==> config.mk <==
export PLATFORM = sky130hd
export DESIGN_NAME = deserializer
export DESIGN_NICKNAME = d
export VERILOG_FILES = /design/src/rtl/accel_serdes_pkg.sv /design/src/rtl/deser_out_reg.sv /design/src/rtl/deserializer.sv
export SDC_FILE = /design/constraint.sdc
export NUM_CORES = 1
export LEC_CHECK = 0
export CORE_ASPECT_RATIO = 1.25
export CORE_UTILIZATION = 60
export DETAILED_ROUTE_END_ITERATION = 16
export DONT_BUFFER_PORTS = 1
export MAX_ROUTING_LAYER = met4
export PLACE_DENSITY = 0.76
export SYNTH_ARGS = -nofsm -noshare
export SYNTH_HDL_FRONTEND = slang
export SYNTH_SLANG_ARGS = --single-unit
==> constraint.sdc <==
create_clock -name clk -period 1.8 [get_ports clk]
set_input_delay 0.36 -clock clk [delete_from_list [all_inputs] [get_ports clk]]
set_output_delay 0.36 -clock clk [all_outputs]
set_load 0.05 [all_outputs]
==> src/rtl/accel_serdes_pkg.sv <==
// Shared definitions for the accelerator serial link (serializer/deserializer).
//   deser_state_e  : 1-bit receive FSM state encoding (IDLE=0, RECV=1)
//   SERDES_WIDTH   : default link word width, shared by both link ends
//   SERDES_STAT_W  : width of the optional statistics counters
//   stat_next()    : saturating counter update with clear
package accel_serdes_pkg;

  localparam int SERDES_WIDTH  = 32;
  localparam int SERDES_STAT_W = 16;

  typedef enum logic {
    DESER_IDLE = 1'b0,
    DESER_RECV = 1'b1
  } deser_state_e;

  // A clear wins over the held value but not over a same-cycle increment,
  // so clear+increment leaves the counter at 1. Saturates at all-ones.
  function automatic logic [SERDES_STAT_W-1:0] stat_next(
    input logic [SERDES_STAT_W-1:0] cur,
    input logic                     inc,
    input logic                     clr
  );
    logic [SERDES_STAT_W-1:0] nxt;
    if (clr) begin
      nxt = inc ? SERDES_STAT_W'(1) : '0;
    end else if (inc && (cur != {SERDES_STAT_W{1'b1}})) begin
      nxt = cur + SERDES_STAT_W'(1);
    end else begin
      nxt = cur;
    end
    return nxt;
  endfunction

endpackage

==> src/rtl/deser_out_reg.sv <==
// Single-entry valid/ready holding register for reassembled words.
//   clk, rst   : clock and synchronous active-high reset
//   load_i     : a complete word is offered this cycle on data_i
//   data_i     : the completed word
//   ready_i    : downstream accepts data_o when valid_o & ready_i
//   data_o     : held word (keeps its value after being drained)
//   valid_o    : data_o holds an unconsumed word
//   accept_o   : offered word was written into the register
//   overrun_o  : offered word was dropped because the register was full
module deser_out_reg #(
  parameter int WIDTH = 32
) (
  input  logic             clk,
  input  logic             rst,
  input  logic             load_i,
  input  logic [WIDTH-1:0] data_i,
  input  logic             ready_i,
  output logic [WIDTH-1:0] data_o,
  output logic             valid_o,
  output logic             accept_o,
  output logic             overrun_o
);

  logic [WIDTH-1:0] data_q, data_d;
  logic             valid_q, valid_d;

  // A full register that is being drained this same cycle can take the new
  // word, so back-to-back words flow without a bubble.
  assign accept_o  = load_i & (~valid_q | ready_i);
  assign overrun_o = load_i & valid_q & ~ready_i;

  always_comb begin
    data_d  = data_q;
    valid_d = valid_q;
    if (accept_o) begin
      data_d  = data_i;
      valid_d = 1'b1;
    end else if (valid_q && ready_i) begin
      valid_d = 1'b0;
    end
  end

  always_ff @(posedge clk) begin
    if (rst) begin
      data_q  <= '0;
      valid_q <= 1'b0;
    end else begin
      data_q  <= data_d;
      valid_q <= valid_d;
    end
  end

  assign data_o  = data_q;
  assign valid_o = valid_q;

endmodule

==> src/rtl/deserializer.sv <==
// Receive side of the accelerator serial link. Rebuilds WIDTH-bit words from
// an LSB-first bit stream framed by frame_sync and presents them on a
// valid/ready interface; flags short frames and holding-register overruns.
//   clk, rst     : clock, synchronous active-high reset
//   serial_data  : serial bit, sampled when frame_sync=1
//   frame_sync   : high for every bit slot of a frame
//   out_data     : reassembled word, bit 0 = first bit received
//   out_valid    : out_data holds an unconsumed word
//   out_ready    : downstream accepts when out_valid & out_ready
//   busy         : a frame is partially received
//   err_short    : sticky, frame ended before WIDTH bits
//   err_overrun  : sticky, word completed while holding register full
//   err_clr      : pulse clearing the sticky flags (and stats counters)
// Optional macro DESER_STATS_EN adds frame_count (words delivered into the
// holding register) and drop_count (short frames plus overruns).
module deserializer
  import accel_serdes_pkg::*;
#(
  parameter int WIDTH = SERDES_WIDTH
) (
  input  logic             clk,
  input  logic             rst,
  input  logic             serial_data,
  input  logic             frame_sync,
  output logic [WIDTH-1:0] out_data,
  output logic             out_valid,
  input  logic             out_ready,
  output logic             busy,
  output logic             err_short,
  output logic             err_overrun,
  input  logic             err_clr
`ifdef DESER_STATS_EN
  ,
  output logic [SERDES_STAT_W-1:0] frame_count,
  output logic [SERDES_STAT_W-1:0] drop_count
`endif
);

  localparam int CNT_W = $clog2(WIDTH) + 1;

  deser_state_e     state_q, state_d;
  logic [CNT_W-1:0] cnt_q, cnt_d;
  logic [WIDTH-1:0] shreg_q, shreg_d;
  logic             err_short_q, err_short_d;
  logic             err_overrun_q, err_overrun_d;

  logic             word_done;
  logic             short_det;
  logic [WIDTH-1:0] word_full;
  logic             word_accept;
  logic             word_overrun;

  // The completing bit is folded in combinationally so the word can be
  // loaded on the same edge that samples its last bit.
  assign word_full = {serial_data, shreg_q[WIDTH-1:1]};

  always_comb begin
    state_d   = state_q;
    cnt_d     = cnt_q;
    shreg_d   = shreg_q;
    word_done = 1'b0;
    short_det = 1'b0;
    case (state_q)
      DESER_IDLE: begin
        if (frame_sync) begin
          shreg_d = word_full;
          cnt_d   = CNT_W'(1);
          state_d = DESER_RECV;
        end
      end
      DESER_RECV: begin
        if (frame_sync) begin
          shreg_d = word_full;
          if (cnt_q == CNT_W'(WIDTH - 1)) begin
            word_done = 1'b1;
            cnt_d     = '0;
            state_d   = DESER_IDLE;
          end else begin
            cnt_d = cnt_q + CNT_W'(1);
          end
        end else begin
          // Partial word is simply abandoned; the shift register content is
          // overwritten by the next full frame.
          short_det = 1'b1;
          cnt_d     = '0;
          state_d   = DESER_IDLE;
        end
      end
      default: begin
        state_d = DESER_IDLE;
        cnt_d   = '0;
      end
    endcase
  end

  // A new error in the clear cycle keeps its flag set.
  always_comb begin
    err_short_d   = short_det    | (err_short_q   & ~err_clr);
    err_overrun_d = word_overrun | (err_overrun_q & ~err_clr);
  end

  always_ff @(posedge clk) begin
    if (rst) begin
      state_q       <= DESER_IDLE;
      cnt_q         <= '0;
      shreg_q       <= '0;
      err_short_q   <= 1'b0;
      err_overrun_q <= 1'b0;
    end else begin
      state_q       <= state_d;
      cnt_q         <= cnt_d;
      shreg_q       <= shreg_d;
      err_short_q   <= err_short_d;
      err_overrun_q <= err_overrun_d;
    end
  end

  deser_out_reg #(
    .WIDTH(WIDTH)
  ) u_out_reg (
    .clk      (clk),
    .rst      (rst),
    .load_i   (word_done),
    .data_i   (word_full),
    .ready_i  (out_ready),
    .data_o   (out_data),
    .valid_o  (out_valid),
    .accept_o (word_accept),
    .overrun_o(word_overrun)
  );

  assign busy        = (state_q == DESER_RECV);
  assign err_short   = err_short_q;
  assign err_overrun = err_overrun_q;

`ifdef DESER_STATS_EN
  logic [SERDES_STAT_W-1:0] frame_cnt_q, frame_cnt_d;
  logic [SERDES_STAT_W-1:0] drop_cnt_q, drop_cnt_d;

  always_comb begin
    frame_cnt_d = stat_next(frame_cnt_q, word_accept, err_clr);
    drop_cnt_d  = stat_next(drop_cnt_q, short_det | word_overrun, err_clr);
  end

  always_ff @(posedge clk) begin
    if (rst) begin
      frame_cnt_q <= '0;
      drop_cnt_q  <= '0;
    end else begin
      frame_cnt_q <= frame_cnt_d;
      drop_cnt_q  <= drop_cnt_d;
    end
  end

  assign frame_count = frame_cnt_q;
  assign drop_count  = drop_cnt_q;
`else
  logic unused_accept;
  assign unused_accept = word_accept;
`endif

endmodule

# Yosys cells after proc, flatten, opt, wreduce, memory -nomap -nowiden
# Cells that the tools add are included.
[classes] n_addsub=1 multipliers=0 n_div=0 order_cmp=0 eq_ne=2 shifts=0 muxes=16 n_bitwise=12 n_reduce_logical=2
[ops] operator="32-bit two-way mux" count=1
[ops] operator="6-bit two-way mux" count=3
[ops] operator="6-bit one-hot mux with 2 select lines" count=1
[ops] operator="1-bit two-way mux" count=10
[ops] operator="6-bit by 1-bit adder with 6-bit output (second input constant)" count=1
[ops] operator="6-bit by 5-bit == test with 1-bit output (second input constant)" count=1
[ops] operator="1-bit AND" count=5
[ops] operator="1-bit inverter" count=4
[ops] operator="1-bit bitwise OR" count=3
[ops] operator="2-bit != test (second input constant)" count=1
[ops] operator="1-bit one-hot mux with 2 select lines" count=1
[ops] operator="2-bit nonzero test" count=1
[ops] operator="1-bit logical AND" count=1
[word_totals] register_bits=74 latch_bits=0 mem_bits_rw=0 romBits=0 in_bits=6 out_inout_bits=36 wordCells=40 mem_count=0

# Depth between registers and ports, before layout
[depth] ltp_word=7 mapped_depth=6 ltp_nobuf=5

# Hierarchy
# From an unflattened synthesis, not the netlist that was laid out.
[unflattened] hier_cells=297 area_unflattened_um2=3057.9
[by_module_without_submodules] mod="deserializer" instances=1 cells_each=152 area_per_inst_um2=1540.2 seq_area_each_um2=800.8
[by_module_without_submodules] mod="deser_out_reg" instances=1 cells_each=145 area_per_inst_um2=1517.7 seq_area_each_um2=660.6

# Worst setup path before layout
# OpenSTA, ideal clock, no wires.
[synth_path] kind="flip-flop to flip-flop" startpoint="register state_q (netlist: busy)" endpoint="register u_out_reg.data_q[13] (netlist: u_out_reg.data_o[13])" setup_ns=0.124 arrival_ns=1.678 required_ns=1.676 setup_slack_ns=-0.003 path_stages_with_launch=6 path_buffers=1 period_less_slack_ns=1.803 path_cell_list="dfxtp_1 > nand4b_2 > nor3_4 > buf_8 > mux2i_1 > nor2_1"
[synth_via] elab_chain_cells=2
[synth_lines] element="start, declared" line="deserializer.sv:41" text="deser_state_e state_q, state_d;"
[synth_lines] element="start signal, assigned" line="deserializer.sv:110" text="state_q <= state_d;"
[synth_lines] element="1-bit two-way mux" line="deserializer.sv:63" text="case (state_q)"
[synth_lines] element="1-bit AND" line="deser_out_reg.sv:29" text="assign accept_o = load_i & (~valid_q | ready_i);"
[synth_lines] element="end signal, assigned" line="deser_out_reg.sv:48" text="data_q <= data_d;"
[synth_lines] element="end, declared" line="deser_out_reg.sv:24" text="logic [WIDTH-1:0] data_q, data_d;"
# Every way passes these cells.
# A chain may end at the register's enable or synchronous reset.

# Worst setup path in the final report
[layout_path] startpoint="register cnt_q[0]" endpoint="register u_out_reg.data_q[10] (netlist: u_out_reg.data_o[10])"
[layout_via] elab_chain_cells=5
[layout_lines] element="start, declared" line="deserializer.sv:42" text="logic [CNT_W-1:0] cnt_q, cnt_d;"
[layout_lines] element="start signal, assigned" line="deserializer.sv:111" text="cnt_q <= cnt_d;"
[layout_lines] element="6-bit by 5-bit == test with 1-bit output" line="deserializer.sv:74" text="if (cnt_q == CNT_W'(WIDTH - 1)) begin"
[layout_lines] element="1-bit two-way mux" line="deserializer.sv:74"
[layout_lines] element="1-bit two-way mux" line="deserializer.sv:72" text="if (frame_sync) begin"
[layout_lines] element="1-bit two-way mux" line="deserializer.sv:63"
[layout_lines] element="1-bit AND" line="deser_out_reg.sv:29"
# Every way passes these cells.

==> results list <==
- Global routing used 32.1% of the available met2 tracks.
- Walking the worst path, the cells encountered are ha_1 > nand3_4 > nor3_4 > buf_12 > mux2i_1 > nor2_1.
* Number of global-route vias before repair: 1676
- Residual DRC count: 0
- GRT met1 Usage: 23.0%
- Drt first-iter violations: 80
- The first global-routing pass estimated 7.42 mm of wire.
- Post-CTS sizing: 0
- The die covers 0.00486 mm2.
- Sequential elements use 53.1% of the synthesized area.
* Relative contribution of combinational cells to total power: 1.2%
* CTS sink cnt: 73
- Number of H-tree levels: 3
* Wire length after detailed routing: 4.27 mm
- Top cells by count, synth: dfxtp_1, nor2_1, mux2i_1
- In this run the post-CTS setup repair buffer count came out at 0.
* Buffers on Ports: 0
- Final setup viols: 0
- Fraction of power spent switching nets: 19.4%
- The largest total area in the synthesized netlist belongs to dfxtp_1.
* Mapped Cells: 255
- After global routing the overflow that remains totals 0.
- Measured along the x axis, the die boundary spans 62.6 um.
- TritonCTS built the clock tree.
- Warning count from the yosys run: 0
- From synthesis to final layout, the design area changed by 8.00%.
* Dominant cells by area after synthesis: dfxtp_1, mux2i_1, nor2_1
* Worst path buffer plus inverter count: 1
- The worst path uses 90.5% of the clock period.
- The internal portion of the total power is 2.50 mW.
- The worst-case IR drop observed on VDD is 0.000627 V.
- The flow ran to the end, and the final reports show no timing, DRC or antenna violations.
* Clock network fraction of design power: 46.3%
- Measured against its own limit, the worst slew margin works out to 64.4%.
- Final Total Pwr: 3.10 mW
* Hold crit path type: in2reg
* Max Buffers Root-to-Sink: 2
* Number of synthesized register bits: 73
- Clock transition time at the flip-flop clock pins of the worst setup and hold paths: 70 ps
* Antenna Violating Nets Remaining: 0
* Starting utilization of the core area: 62.6%
* DP Area: 0.00274 mm2
- For this run, asynchronously set or reset flops after synthesis account for 0%.
* Crit end category: register
* Kind of critical path: reg2reg
- Data arrives at the worst endpoint at 1860 ps.
- In this run the power spent charging and discharging nets is 0.601 mW.
- Initial antenna violation count: 0
- Critical Path RT: 2040 ps
- For this design the ratio of total power to cell area is 1040 mW/mm2.
* Count of pins over their slew limit: 0
- Stage delay of the slowest cell on the critical path: 380 ps
- At the later pin of the worst-skew pair, clock insertion delay measures 340 ps.
- Gr busiest metal: met2
- The tree is rooted in a clkbuf_8.
- In the global route stage, met3 resource usage came out at 6.76%.
- In this run, CTS created clock tree buffers numbering 9.
- Routed vias: 1656
* Unrepaired setup endpoints after global routing: false
* Post-cts hold buffer count: 0
* Avg Cell Area, Syn: 10.8 um2
* Area used by sequential logic in the layout: 0.00146 mm2
* Worst-case clock skew: 6.40 ps
- The largest individual stage delay along the critical path comes from the cell dfxtp_1.
* CP startpoint kind: register
* Inserted Diodes: 0
- Post-synth EDFFs: 0
* Number of distinct library cell variants in the gate-level netlist after synthesis: 32
* NumNets Final: 262
* Number of maximum-capacitance violations: 0
- The layout has 342 filler cells.
- Measured on the finished design, the core utilization comes to 67.7%.
- Of the total power, registers draw 52.5%.
- In this run the biggest area consumer among cell types represents 53.1% of the synthesized area.
- Transition time at the pin with the least slew margin: 534 ps
- Net count after synthesis: 262
* Number of rows created at floorplan: 27
- Summing all multi-input logic gate instances after layout gives 0.00115 mm2.
- In this run the vertical extent of the chip is 77.7 um.
- Half-perimeter wire length after placement: 2.63 mm
- The congestion estimate from routability-driven global placement came to 0.757.
* Maximum number of pins on one net before global-route repair: 74
- Number of iterations in the first detailed-routing pass: 4
- GRT Overall Usage: 20.3%
* Core outline area: 0.00439 mm2
- Setup total negative slack on the finished layout was measured at 0 ps.
- 42 I/O pins were placed.
* Maximum operating frequency: 0.614 GHz
- Smallest hold slack: 85.8 ps
* Family with the most delay on the worst path: simple AND/OR/NAND/NOR gates
* WL per Instance: 13.4 um
- Most used flip-flop cell after synthesis: dfxtp_1
- The number of endpoints with negative hold slack in the final report came to 0.
- Design Area, Final: 0.00297 mm2
- Leak Pwr: 1.13 nW
- Mapped Area: 0.00275 mm2
- In this run the worst path has a maximum fanout of 18.
- Of the cells placed in the final design, the portion with a size suffix greater than 1 is 10.8%.
* Post-detailed-route via-to-cell ratio: 5.21
* Post-layout min period: 1630 ps
[metrics by stage]
stage	setup slack (ps)	cells
final	171	318
after global routing	47.0	318
after CTS	168	318
after detailed placement	181	302
after global placement	241	302
after floorplan	189	255
[metal layers]
| layer | vias to the layer above | part of all wire (%) |
|---|---|---|
| met2 | 32 | 49 |
| met1 | 766 | 45 |
| met4 | 0 | 1.0 |
| li1 | 854 | - |
| met3 | 4 | 4.7 |
| met5 | - | 0 |
[cell type report]
type	instances	area share [%]
Clock buffer	12	5.22
Timing Repair Buffer	4	1.85
Clock inverter	4	2.48
Tap cell	58	2.44
Sequential cell	73	49.2
Multi-Input combinational cell	167	38.8
[final timing paths]
check | from | cells after the start | end | slack, ps
max reg2reg | cnt_q[0]$_SDFFE_PP0P_ | 6 | u_out_reg.data_o[10]$_SDFFE_PP0P_ | 170
max | cnt_q[0]$_SDFFE_PP0P_ | 6 | u_out_reg.data_o[10]$_SDFFE_PP0P_ | 170
min reg2reg | cnt_q[0]$_SDFFE_PP0P_ | 1 | cnt_q[0]$_SDFFE_PP0P_ | 500
min | rst | 1 | cnt_q[5]$_SDFFE_PP0P_ | 90
[power groups by stage]
stage          Sequential, mW  Clock [mW]  Combinational, mW
4_1_cts                  1.63        1.47             0.0377
2_1_floorplan            1.67           0             0.0744
3_5_place_dp             1.67           0             0.0374
5_1_grt                  1.63        1.54             0.0406
6_report                 1.63        1.44             0.0369
3_3_place_gp             1.67           0             0.0370
[registers in the layout, summed over array words and instances (netlist names)]
signal and flops:
shreg_q 31, u_out_reg.valid_o 1, u_out_reg.data_o 32, cnt_q 6
busy 1, err_overrun 1, err_short 1
[cells in the final DEF, fill, tap and decap left out, types with 2 or more instances in the layout]
master,Yosys,final
bufinv_16,0,2
mux2i_1,63,63
a22oi_1,3,3
xor2_1,2,2
buf_12,0,2
nand2_1,3,3
nor2_1,73,73
nand2b_1,2,2
clkbuf_8,3,11
buf_4,0,2
a21oi_1,3,3
dfxtp_1,73,72
[cell families (layout without fill, tap and decap cells)]
kind of cell | count (synthesis) | count (layout) | share of synthesized area [%]
AOI/OAI and AO/OA | 11 | 11 | 2.77
and+or+nand+nor | 89 | 89 | 14.8
xor gates and xnor gates | 3 | 3 | 0.955
muxes | 63 | 63 | 22.9
buffers and inverters | 15 | 20 | 5.00
adders and majority gates | 1 | 1 | 0.455
DFF | 73 | 73 | 53.1
Power figures use the tool's default switching activity.
